--- config.mk ---
export PLATFORM = sky130hd
export DESIGN_NAME = dmem_arbiter_flat
export DESIGN_NICKNAME = d
export VERILOG_FILES = /design/src/rtl/dmem_arbiter_if.sv /design/src/rtl/dmem_arbiter.sv /design/src/flat_wrapper.sv
export SDC_FILE = /design/constraint.sdc
export NUM_CORES = 1
export LEC_CHECK = 0
export ABC_AREA = 1
export BUFFER_PORTS_ARGS = -buffer_cell sky130_fd_sc_hd__buf_2
export CAP_MARGIN = 30
export CORE_MARGIN = 4
export CORE_UTILIZATION = 50
export DETAILED_ROUTE_END_ITERATION = 6
export PLACE_DENSITY = 0.85
export SYNTH_ARGS = -nofsm -noshare
export SYNTH_HDL_FRONTEND = slang
export SYNTH_SLANG_ARGS = --single-unit
--- constraint.sdc ---
create_clock -name clk -period 2.1 [get_ports clk]
set_input_delay 0.42 -clock clk [delete_from_list [all_inputs] [get_ports clk]]
set_output_delay 0.42 -clock clk [all_outputs]
set_load 0.02 [all_outputs]
--- src/rtl/dmem_arbiter_if.sv ---
// Bus bundle between the data-memory arbiter and its environment.
// slave  : the arbiter's view (it takes the two request ports and drives the memory).
// master : the environment's view (the CPU/loader requesters and the memory itself).
interface dmem_arbiter_if #(
  parameter int ADDR_WIDTH = 32,
  parameter int DATA_WIDTH = 32
);
  // Port 0: CPU load/store path
  logic                  req_valid_0;
  logic                  req_ready_0;
  logic                  req_we_0;
  logic [1:0]            req_size_0;
  logic [ADDR_WIDTH-1:0] req_addr_0;
  logic [DATA_WIDTH-1:0] req_wdata_0;
  logic                  rsp_valid_0;
  logic                  rsp_err_0;

  // Port 1: loader/debug path
  logic                  req_valid_1;
  logic                  req_ready_1;
  logic                  req_we_1;
  logic [1:0]            req_size_1;
  logic [ADDR_WIDTH-1:0] req_addr_1;
  logic [DATA_WIDTH-1:0] req_wdata_1;
  logic                  rsp_valid_1;
  logic                  rsp_err_1;

  // Shared load data
  logic [DATA_WIDTH-1:0] rsp_rdata;

  // Word-wide memory side
  logic [ADDR_WIDTH-1:0] mem_addr;
  logic                  mem_wr_en;
  logic [DATA_WIDTH-1:0] mem_wr_data;
  logic [DATA_WIDTH-1:0] mem_rd_data;

  modport slave (
    input  req_valid_0, req_we_0, req_size_0, req_addr_0, req_wdata_0,
    output req_ready_0, rsp_valid_0, rsp_err_0,
    input  req_valid_1, req_we_1, req_size_1, req_addr_1, req_wdata_1,
    output req_ready_1, rsp_valid_1, rsp_err_1,
    output rsp_rdata,
    output mem_addr, mem_wr_en, mem_wr_data,
    input  mem_rd_data
  );

  modport master (
    output req_valid_0, req_we_0, req_size_0, req_addr_0, req_wdata_0,
    input  req_ready_0, rsp_valid_0, rsp_err_0,
    output req_valid_1, req_we_1, req_size_1, req_addr_1, req_wdata_1,
    input  req_ready_1, rsp_valid_1, rsp_err_1,
    input  rsp_rdata,
    input  mem_addr, mem_wr_en, mem_wr_data,
    output mem_rd_data
  );
endinterface

--- src/rtl/dmem_arbiter.sv ---
// Two-port arbiter/sequencer in front of a word-wide data memory.
// Grants one request at a time; loads and aligned word stores take one memory
// cycle, byte/halfword stores are done as read-merge-write so the memory only
// ever sees full word-aligned writes.
// Optional build macro DMEM_ARB_FIXED_PRIO_EN: port 0 always wins a tie
// (default build: round-robin between the two ports).
module dmem_arbiter #(
  parameter int ADDR_WIDTH = 32,
  parameter int DATA_WIDTH = 32,
  parameter int MEM_SIZE   = 64
) (
  input  logic          clk,
  input  logic          rst_n,
  dmem_arbiter_if.slave bus
);

  localparam int NUM_LANES = DATA_WIDTH / 8;

  localparam logic [1:0] SZ_BYTE = 2'b00;
  localparam logic [1:0] SZ_HALF = 2'b01;
  localparam logic [1:0] SZ_WORD = 2'b10;
  localparam logic [1:0] SZ_ILL  = 2'b11;

  // Byte lanes are hard-wired to a 4-byte word; address wrap lives in the memory.
  if (DATA_WIDTH != 32 || MEM_SIZE < 1) begin : g_bad_cfg
    $error("dmem_arbiter: DATA_WIDTH must be 32 and MEM_SIZE positive");
  end

  typedef enum logic [1:0] {
    IDLE   = 2'b00,
    ACCESS = 2'b01,
    WRITE  = 2'b10,
    DONE   = 2'b11
  } state_t;

  state_t                state_reg;
  state_t                state_next;

  // Captured request
  logic                  port_reg;
  logic                  we_reg;
  logic [1:0]            size_reg;
  logic [ADDR_WIDTH-1:0] addr_reg;
  logic [DATA_WIDTH-1:0] wdata_reg;

  // Result state
  logic                  err_reg;
  logic [DATA_WIDTH-1:0] merge_reg;
  logic [DATA_WIDTH-1:0] rdata_reg;

`ifndef DMEM_ARB_FIXED_PRIO_EN
  // Port granted most recently; the other port wins the next tie.
  logic                  last_grant_reg;
`endif

  logic                  grant_valid;
  logic                  grant_port;
  logic                  handshake;
  logic                  access_err;
  logic [ADDR_WIDTH-1:0] word_addr;
  logic [NUM_LANES-1:0]  lane_en;
  logic [DATA_WIDTH-1:0] lane_data;
  logic [DATA_WIDTH-1:0] merged;

  // Pick the winner among valid requesters.
  always_comb begin
    grant_valid = bus.req_valid_0 | bus.req_valid_1;
`ifdef DMEM_ARB_FIXED_PRIO_EN
    grant_port  = ~bus.req_valid_0;
`else
    if (bus.req_valid_0 && bus.req_valid_1) begin
      grant_port = ~last_grant_reg;
    end else begin
      grant_port = ~bus.req_valid_0;
    end
`endif
  end

  // Ready is only offered in IDLE, to the winner, and never while reset is held.
  assign bus.req_ready_0 = rst_n && (state_reg == IDLE) && grant_valid && !grant_port;
  assign bus.req_ready_1 = rst_n && (state_reg == IDLE) && grant_valid &&  grant_port;
  assign handshake       = (state_reg == IDLE) && grant_valid;

  assign word_addr = {addr_reg[ADDR_WIDTH-1:2], 2'b00};

  // Illegal size or misalignment for the requested size.
  assign access_err = (size_reg == SZ_ILL) ||
                      ((size_reg == SZ_HALF) && addr_reg[0]) ||
                      ((size_reg == SZ_WORD) && (addr_reg[1:0] != 2'b00));

  // Per-lane merge of right-justified store data into the word just read.
  for (genvar gi = 0; gi < NUM_LANES; gi++) begin : g_lane
    localparam logic [1:0] LANE     = 2'(gi);
    localparam int         HALF_OFS = 8 * (gi % 2);

    assign lane_en[gi] = (size_reg == SZ_BYTE) ? (addr_reg[1:0] == LANE) :
                         (size_reg == SZ_HALF) ? (addr_reg[1] == LANE[1]) :
                                                 1'b1;

    assign lane_data[8*gi +: 8] = (size_reg == SZ_BYTE) ? wdata_reg[7:0] :
                                  (size_reg == SZ_HALF) ? wdata_reg[HALF_OFS +: 8] :
                                                          wdata_reg[8*gi +: 8];

    assign merged[8*gi +: 8] = lane_en[gi] ? lane_data[8*gi +: 8]
                                           : bus.mem_rd_data[8*gi +: 8];
  end

  // State register.
  always_ff @(posedge clk or negedge rst_n) begin
    if (!rst_n) begin
      state_reg <= IDLE;
    end else begin
      state_reg <= state_next;
    end
  end

  // Next state and memory/response outputs.
  always_comb begin
    state_next      = state_reg;
    bus.mem_addr    = '0;
    bus.mem_wr_en   = 1'b0;
    bus.mem_wr_data = '0;
    bus.rsp_valid_0 = 1'b0;
    bus.rsp_valid_1 = 1'b0;
    bus.rsp_err_0   = 1'b0;
    bus.rsp_err_1   = 1'b0;
    unique case (state_reg)
      IDLE: begin
        if (handshake) begin
          state_next = ACCESS;
        end
      end
      ACCESS: begin
        bus.mem_addr = word_addr;
        if (access_err || !we_reg) begin
          state_next = DONE;
        end else if (size_reg == SZ_WORD) begin
          bus.mem_wr_en   = 1'b1;
          bus.mem_wr_data = wdata_reg;
          state_next      = DONE;
        end else begin
          state_next = WRITE;
        end
      end
      WRITE: begin
        bus.mem_addr    = word_addr;
        bus.mem_wr_en   = 1'b1;
        bus.mem_wr_data = merge_reg;
        state_next      = DONE;
      end
      DONE: begin
        bus.rsp_valid_0 = !port_reg;
        bus.rsp_valid_1 =  port_reg;
        bus.rsp_err_0   = !port_reg && err_reg;
        bus.rsp_err_1   =  port_reg && err_reg;
        state_next      = IDLE;
      end
    endcase
  end

  // Request capture at the handshake and result capture during ACCESS.
  always_ff @(posedge clk or negedge rst_n) begin
    if (!rst_n) begin
      port_reg       <= 1'b0;
      we_reg         <= 1'b0;
      size_reg       <= 2'b00;
      addr_reg       <= '0;
      wdata_reg      <= '0;
      err_reg        <= 1'b0;
      merge_reg      <= '0;
      rdata_reg      <= '0;
`ifndef DMEM_ARB_FIXED_PRIO_EN
      last_grant_reg <= 1'b1;
`endif
    end else begin
      if (handshake) begin
        port_reg  <= grant_port;
        we_reg    <= grant_port ? bus.req_we_1    : bus.req_we_0;
        size_reg  <= grant_port ? bus.req_size_1  : bus.req_size_0;
        addr_reg  <= grant_port ? bus.req_addr_1  : bus.req_addr_0;
        wdata_reg <= grant_port ? bus.req_wdata_1 : bus.req_wdata_0;
`ifndef DMEM_ARB_FIXED_PRIO_EN
        last_grant_reg <= grant_port;
`endif
      end
      if (state_reg == ACCESS) begin
        err_reg <= access_err;
        if (!access_err && !we_reg) begin
          rdata_reg <= bus.mem_rd_data;
        end
        if (!access_err && we_reg && (size_reg != SZ_WORD)) begin
          merge_reg <= merged;
        end
      end
    end
  end

  assign bus.rsp_rdata = rdata_reg;

endmodule

--- src/flat_wrapper.sv ---
// flat-port wrapper written by rule: the top's interface ports become plain ports
module dmem_arbiter_flat 
#(
  parameter int ADDR_WIDTH = 32,
  parameter int DATA_WIDTH = 32,
  parameter int MEM_SIZE   = 64
)
  (clk, rst_n, bus_req_valid_0, bus_req_we_0, bus_req_size_0, bus_req_addr_0, bus_req_wdata_0, bus_req_ready_0, bus_rsp_valid_0, bus_rsp_err_0, bus_req_valid_1, bus_req_we_1, bus_req_size_1, bus_req_addr_1, bus_req_wdata_1, bus_req_ready_1, bus_rsp_valid_1, bus_rsp_err_1, bus_rsp_rdata, bus_mem_addr, bus_mem_wr_en, bus_mem_wr_data, bus_mem_rd_data);
  dmem_arbiter_if #(.ADDR_WIDTH(ADDR_WIDTH), .DATA_WIDTH(DATA_WIDTH)) bus_i ();
  input  logic clk;
  input  logic rst_n;
  input wire logic [$bits(bus_i.req_valid_0)-1:0] bus_req_valid_0;
  input wire logic [$bits(bus_i.req_we_0)-1:0] bus_req_we_0;
  input wire logic [$bits(bus_i.req_size_0)-1:0] bus_req_size_0;
  input wire logic [$bits(bus_i.req_addr_0)-1:0] bus_req_addr_0;
  input wire logic [$bits(bus_i.req_wdata_0)-1:0] bus_req_wdata_0;
  output wire logic [$bits(bus_i.req_ready_0)-1:0] bus_req_ready_0;
  output wire logic [$bits(bus_i.rsp_valid_0)-1:0] bus_rsp_valid_0;
  output wire logic [$bits(bus_i.rsp_err_0)-1:0] bus_rsp_err_0;
  input wire logic [$bits(bus_i.req_valid_1)-1:0] bus_req_valid_1;
  input wire logic [$bits(bus_i.req_we_1)-1:0] bus_req_we_1;
  input wire logic [$bits(bus_i.req_size_1)-1:0] bus_req_size_1;
  input wire logic [$bits(bus_i.req_addr_1)-1:0] bus_req_addr_1;
  input wire logic [$bits(bus_i.req_wdata_1)-1:0] bus_req_wdata_1;
  output wire logic [$bits(bus_i.req_ready_1)-1:0] bus_req_ready_1;
  output wire logic [$bits(bus_i.rsp_valid_1)-1:0] bus_rsp_valid_1;
  output wire logic [$bits(bus_i.rsp_err_1)-1:0] bus_rsp_err_1;
  output wire logic [$bits(bus_i.rsp_rdata)-1:0] bus_rsp_rdata;
  output wire logic [$bits(bus_i.mem_addr)-1:0] bus_mem_addr;
  output wire logic [$bits(bus_i.mem_wr_en)-1:0] bus_mem_wr_en;
  output wire logic [$bits(bus_i.mem_wr_data)-1:0] bus_mem_wr_data;
  input wire logic [$bits(bus_i.mem_rd_data)-1:0] bus_mem_rd_data;
  assign bus_i.req_valid_0 = bus_req_valid_0;
  assign bus_i.req_we_0 = bus_req_we_0;
  assign bus_i.req_size_0 = bus_req_size_0;
  assign bus_i.req_addr_0 = bus_req_addr_0;
  assign bus_i.req_wdata_0 = bus_req_wdata_0;
  assign bus_req_ready_0 = bus_i.req_ready_0;
  assign bus_rsp_valid_0 = bus_i.rsp_valid_0;
  assign bus_rsp_err_0 = bus_i.rsp_err_0;
  assign bus_i.req_valid_1 = bus_req_valid_1;
  assign bus_i.req_we_1 = bus_req_we_1;
  assign bus_i.req_size_1 = bus_req_size_1;
  assign bus_i.req_addr_1 = bus_req_addr_1;
  assign bus_i.req_wdata_1 = bus_req_wdata_1;
  assign bus_req_ready_1 = bus_i.req_ready_1;
  assign bus_rsp_valid_1 = bus_i.rsp_valid_1;
  assign bus_rsp_err_1 = bus_i.rsp_err_1;
  assign bus_rsp_rdata = bus_i.rsp_rdata;
  assign bus_mem_addr = bus_i.mem_addr;
  assign bus_mem_wr_en = bus_i.mem_wr_en;
  assign bus_mem_wr_data = bus_i.mem_wr_data;
  assign bus_i.mem_rd_data = bus_mem_rd_data;
  dmem_arbiter #(.ADDR_WIDTH(ADDR_WIDTH), .DATA_WIDTH(DATA_WIDTH), .MEM_SIZE(MEM_SIZE)) u_core (.clk(clk), .rst_n(rst_n), .bus(bus_i));
endmodule
## After elaboration in Yosys (flattened, before gate mapping)

Cells that the tools add are included.

- Input bits: 170
- Logic and storage cells: 87
- Output and inout port bits: 103
- Memory bits (read-only): 0
- Memories: 0
- Register bits: 136
- Memory bits (writable): 0
- Bits in latches: 0

- Multiply operators: 0
- Divide/modulo/power cells: 0
- Reductions and logical operators: 27
- Add/subtract/negate cells: 0
- Bitwise gates (word level): 4
- Eq/ne operators: 11
- Mux-type cells: 35
- $lt $le $gt $ge: 0
- Shift operators: 0

Operators with widths:

| operator | number |
|---|---|
| 32-bit two-way mux | 5 |
| 8-bit two-way mux | 9 |
| 32-bit case mux with 2 select lines | 1 |
| 1-bit two-way mux | 15 |
| 1-bit logical AND | 13 |
| 2-bit == test (second input constant) | 6 |
| 2-bit case mux with 4 select lines | 1 |
| 2-bit by 1-bit == test with 1-bit output (second input constant) | 3 |
| 2-bit zero test | 3 |
| 2-bit two-way mux | 3 |
| 1-bit zero test | 4 |
| 2-bit AND reduction | 2 |
| 1-bit logical OR | 3 |
| 1-bit inverter | 3 |
| 2-bit by 1-bit != test with 1-bit output (second input constant) | 1 |
| 2-bit != test (second input constant) | 1 |
| 1-bit case mux with 2 select lines | 1 |
| 2-bit nonzero test | 1 |
| 2-bit OR reduction | 1 |
| 1-bit bitwise OR | 1 |

## Longest topological paths before layout

- Depth in word-level cells: 8
- Depth in mapped cells: 9
- Mapped depth without buffers: 8

## Worst setup path after synthesis

OpenSTA, ideal clock, no wires.

- Kind: flip-flop to output port
- Start: reg u_core.state_reg[0]
- End: out bus_req_ready_0
- Required time: 1.680 ns
- Path buffers: 2
- Stages on the path, launching flop included: 9
- Arrival time: 1.726 ns
- Slack: -0.046 ns
- Cells stage by stage: dfrtp_1 > inv_1 > ha_1 > inv_2 > nor2_4 > inv_2 > buf_4 > buf_4 > nor3_1

- Word-level cells in the longest chain between the ends: 4

Ends and longest elaborated chain:

| element | line | text |
|---|---|---|
| start, declared | dmem_arbiter.sv:36 | `state_t state_reg;` |
| start signal, assigned | dmem_arbiter.sv:113 | `state_reg <= state_next;` |
| 2-bit zero test | dmem_arbiter.sv:80 | `assign bus.req_ready_0 = rst_n && (state_reg == IDLE) && grant_valid && !grant_port;` |
| 1-bit logical AND (3 in a row) | dmem_arbiter.sv:80 |  |
| end, declared | flat_wrapper.sv:17 | `output wire logic [$bits(bus_i.req_ready_0)-1:0] bus_req_ready_0;` |

Every way passes these cells.

## Worst setup path after layout

- Start: reg u_core.state_reg[1]
- End: out bus_mem_wr_data[17]

- Word-level cells in the longest chain between the ends: 2
- Elaborated cells between the ends (all ways): 3
- Those cells by class: 2 x eq/ne; 1 x mux

Ends and longest elaborated chain:

| element | line | text |
|---|---|---|
| 2-bit == test or 2-bit by 1-bit == test with 1-bit output (tied branches) | dmem_arbiter.sv:127 | `unique case (state_reg)` |
| 32-bit case mux with 2 select lines * | dmem_arbiter.sv:127 |  |
| end, declared | flat_wrapper.sv:31 | `output wire logic [$bits(bus_i.mem_wr_data)-1:0] bus_mem_wr_data;` |

Mark *: on every way between the ends. The rest lies on a longest branch, timed or not.

==> impl_metrics.env <==
export IMPL_outcome="complete, but fails checks"
export IMPL_violations="negative setup slack"
export IMPL_core_sq_um=14590
export IMPL_grt_max_degree=137
export IMPL_ant_nets=0
export IMPL_fmax_mhz=418.5
export IMPL_peakVddDrop_uv=1494
export IMPL_ctsRootBufferMaster="clkbuf_16"
export IMPL_grt_pass1_vias=8006
export IMPL_worst_endpoint_arrival_ns=1.97
export IMPL_routedWlPerCell_um=18.73
export IMPL_yosysWarningCount=0
export IMPL_cts_buffers=17
export IMPL_end_kind="output port"
export IMPL_synthToLayoutAreaGrowth_pct=39.25
export IMPL_routed_wl_um=28370
export IMPL_setup_viol=65
export IMPL_portBuffers=270
export IMPL_die_x_um=130.1
export IMPL_path_clk_slew_ns=0.06
export IMPL_fillers=1136
export IMPL_hp_class="primary input to asynchronous set/reset pin"
export IMPL_p_seq_share_pct=26.9
export IMPL_vias=8660
export IMPL_pre_cts_ws_ns=0.04927
export IMPL_switching_share_pct=47.94
export IMPL_pwr_share_clk_pct=13.9
export IMPL_maxCapViolCount=0
export IMPL_clock_skew_ns=0.007987
export IMPL_startpoint_type="flip-flop"
export IMPL_ys_top_cells_by_area="dfrtp_1 (45%), nand2_1 (19%), a21oi_1 (12%)"
export IMPL_grt_overflow=0
export IMPL_dpl_instance_area_sq_um=9037
export IMPL_htreeDepth=4
export IMPL_gr_usage_met1_pct=40.64
export IMPL_p_switching_mw=9.460
export IMPL_path_max_fanout=8
export IMPL_track_usage_pct=31.63
export IMPL_cts_sink_count=136
export IMPL_gp_congestion=0.9626
export IMPL_initial_core_util_pct=51.13
export IMPL_power_internal_mw=10.27
export IMPL_syn_cell_area_sq_um=7460
export IMPL_routed_via_density=5.716
export IMPL_cts_path_max_buffers=2
export IMPL_drive_above_1_share_pct=33.98
export IMPL_leakage_nw=5.357
export IMPL_slew_headroom_pct=49.81
export IMPL_yosysTopAreaCell="dfrtp_1"
export IMPL_min_period_ns=2.389
export IMPL_hold_slack_ns=0.1086
export IMPL_tightestPinTransition_ns=0.7528
export IMPL_synth_distinct_cells=28
export IMPL_grt_busiest_layer="met2"
export IMPL_dp_hpwl_um=18760
export IMPL_grt_pass1_wl_um=41490
export IMPL_final_seq_area_sq_um=3408
export IMPL_synth_top_area_share_pct=45.29
export IMPL_yosys_register_bits=136
export IMPL_fin_ws_ns=-0.2892
export IMPL_slew_viol_final=0
export IMPL_clkLatencyLatePin_ns=0.43
export IMPL_worstPathRequired_ns=1.68
export IMPL_drt_iter0_drc=893
export IMPL_globalRouteMet2Util_pct=50.91
export IMPL_multiInputGateArea_sq_um=3652
export IMPL_nNetsFinal=1492
export IMPL_met3_usage_pct=8.555
export IMPL_syn_inst=1040
export IMPL_fin_crit_sh_pct=113.8
export IMPL_die_area_sq_um=16940
export IMPL_syn_avg_cell_area_sq_um=7.173
export IMPL_rsz0062_at_grt="true"
export IMPL_rows=44
export IMPL_hold_viol_final=0
export IMPL_fin_area_sq_um=10390
export IMPL_pwr_share_comb_pct=59.2
export IMPL_cellPowerDensity_nw_per_um2=1900
export IMPL_crit_type="flip-flop to output port"
export IMPL_drc=0
export IMPL_ios=273
export IMPL_die_h_um=130.1
export IMPL_cts_tree="yes"
export IMPL_antenna_found_initial=1
export IMPL_ys_seq_area_share_pct=45.64
export IMPL_ctsHoldBuffers=0
export IMPL_firstDrtPassIters=6
## per-layer routing
| metal | share of wire (%) | routed length (um) |
|---|---|---|
| met1 | 38 | 10650 |
| met2 | 47 | 13460 |
| met3 | 11 | 3166 |
| met4 | 3.9 | 1097 |
| met5 | 0 | 0 |
## cell usage in the layout, fill, tap and decap left out, types with 5 or more instances in the layout
cell / n
dfrtp_1: 132
a21oi_1: 153
o21ai_0: 6
buf_12: 10
nand2_4: 5
nand2_2: 21
nand3_1: 57
inv_1: 28
buf_4: 65
clkinv_2: 5
buf_6: 45
a21oi_2: 20
buf_2: 204
nand4_1: 39
nor2_1: 71
clkbuf_16: 20
nand2_1: 364
inv_2: 28
o21ai_1: 22
## synth_stat cells, drive strengths merged
cell type,n
nand4,39
a21oi,174
buf,48
dfrtp,135
nand3,59
inv,58
ha,4
clkbuf,25
o21ai,28
nor3,2
nand2,390
nor2,76
dfstp,1
conb,1
## timing repair
item	in CTS	in global routing
gates cloned	2	4
pin swaps	6	16
hold endpoints to repair	0	0
gates resized for setup	94	104
setup buffers	10	8
setup endpoints to repair	65	65
## power by group through the flow
stage,logic [mW],registers (mW),clock network [mW]
after floorplan,5.93,5.09,0
after global placement,8.94,5.15,0
after detailed placement,9.13,5.17,0
after CTS,10.1,5.16,2.74
after global routing,12.7,5.40,2.85
final,11.7,5.31,2.74
## logic make-up (layout without fill, tap and decap cells)
family          after synthesis  count (layout)  synth area share, %
simple gates                566             567                31.65
compound gates              202             202                13.75
other cells                   1               3              0.05027
fa+ha+maj                     4               4               0.6709
flops                       136             136                45.64
buf+inv                     131             419                8.236
## critical path, stage by stage (launching register included)
cell     delay (ns)
dfrtp_1        0.39
inv_2          0.08
ha_4           0.14
inv_4          0.04
nor2_4         0.14
buf_12         0.14
buf_12         0.12
nand4_1        0.13
a21oi_2        0.19
buf_4          0.16
## layout make-up
type	count	share of cell area (%)
diodes	1	0.02409
clock buffers	23	4.698
clock inverters	8	0.4577
inverters	58	2.144
multi-input cells	775	35.16
flip-flops and latches	136	32.81
well taps	184	2.216
repair buffers	330	22.49
## per-stage QoR
stage	util [%]	setup TNS, ns	cells	power [mW]
floorplan	-	0	1041	11.02
global placement	61.95	0	1460	14.09
detailed placement	61.95	0	1460	14.30
CTS	68.22	-11.05	1503	17.99
global route	71.20	-14.77	1515	20.93
finish	71.20	-9.781	1515	19.73
## path summary, 6_finish.rpt
check                                         start                        to  slack (ns)  depth (start not counted)
setup reg to reg                 u_core.size_reg[0]  u_core.bus.rsp_rdata[31]        0.33                          9
min in group clk                 bus_req_wdata_0[0]       u_core.wdata_reg[0]        0.23                          3
hold reg to reg            u_core.bus.rsp_rdata[25]  u_core.bus.rsp_rdata[25]        0.48                          2
hold / removal                                rst_n   u_core.bus.rsp_rdata[6]        0.11                          2
setup / recovery                u_core.state_reg[1]       bus_mem_wr_data[17]       -0.29                          9
max in group asynchronous                     rst_n        u_core.addr_reg[0]        1.37                          2
No activity file was read; power rests on OpenSTA's default activity.
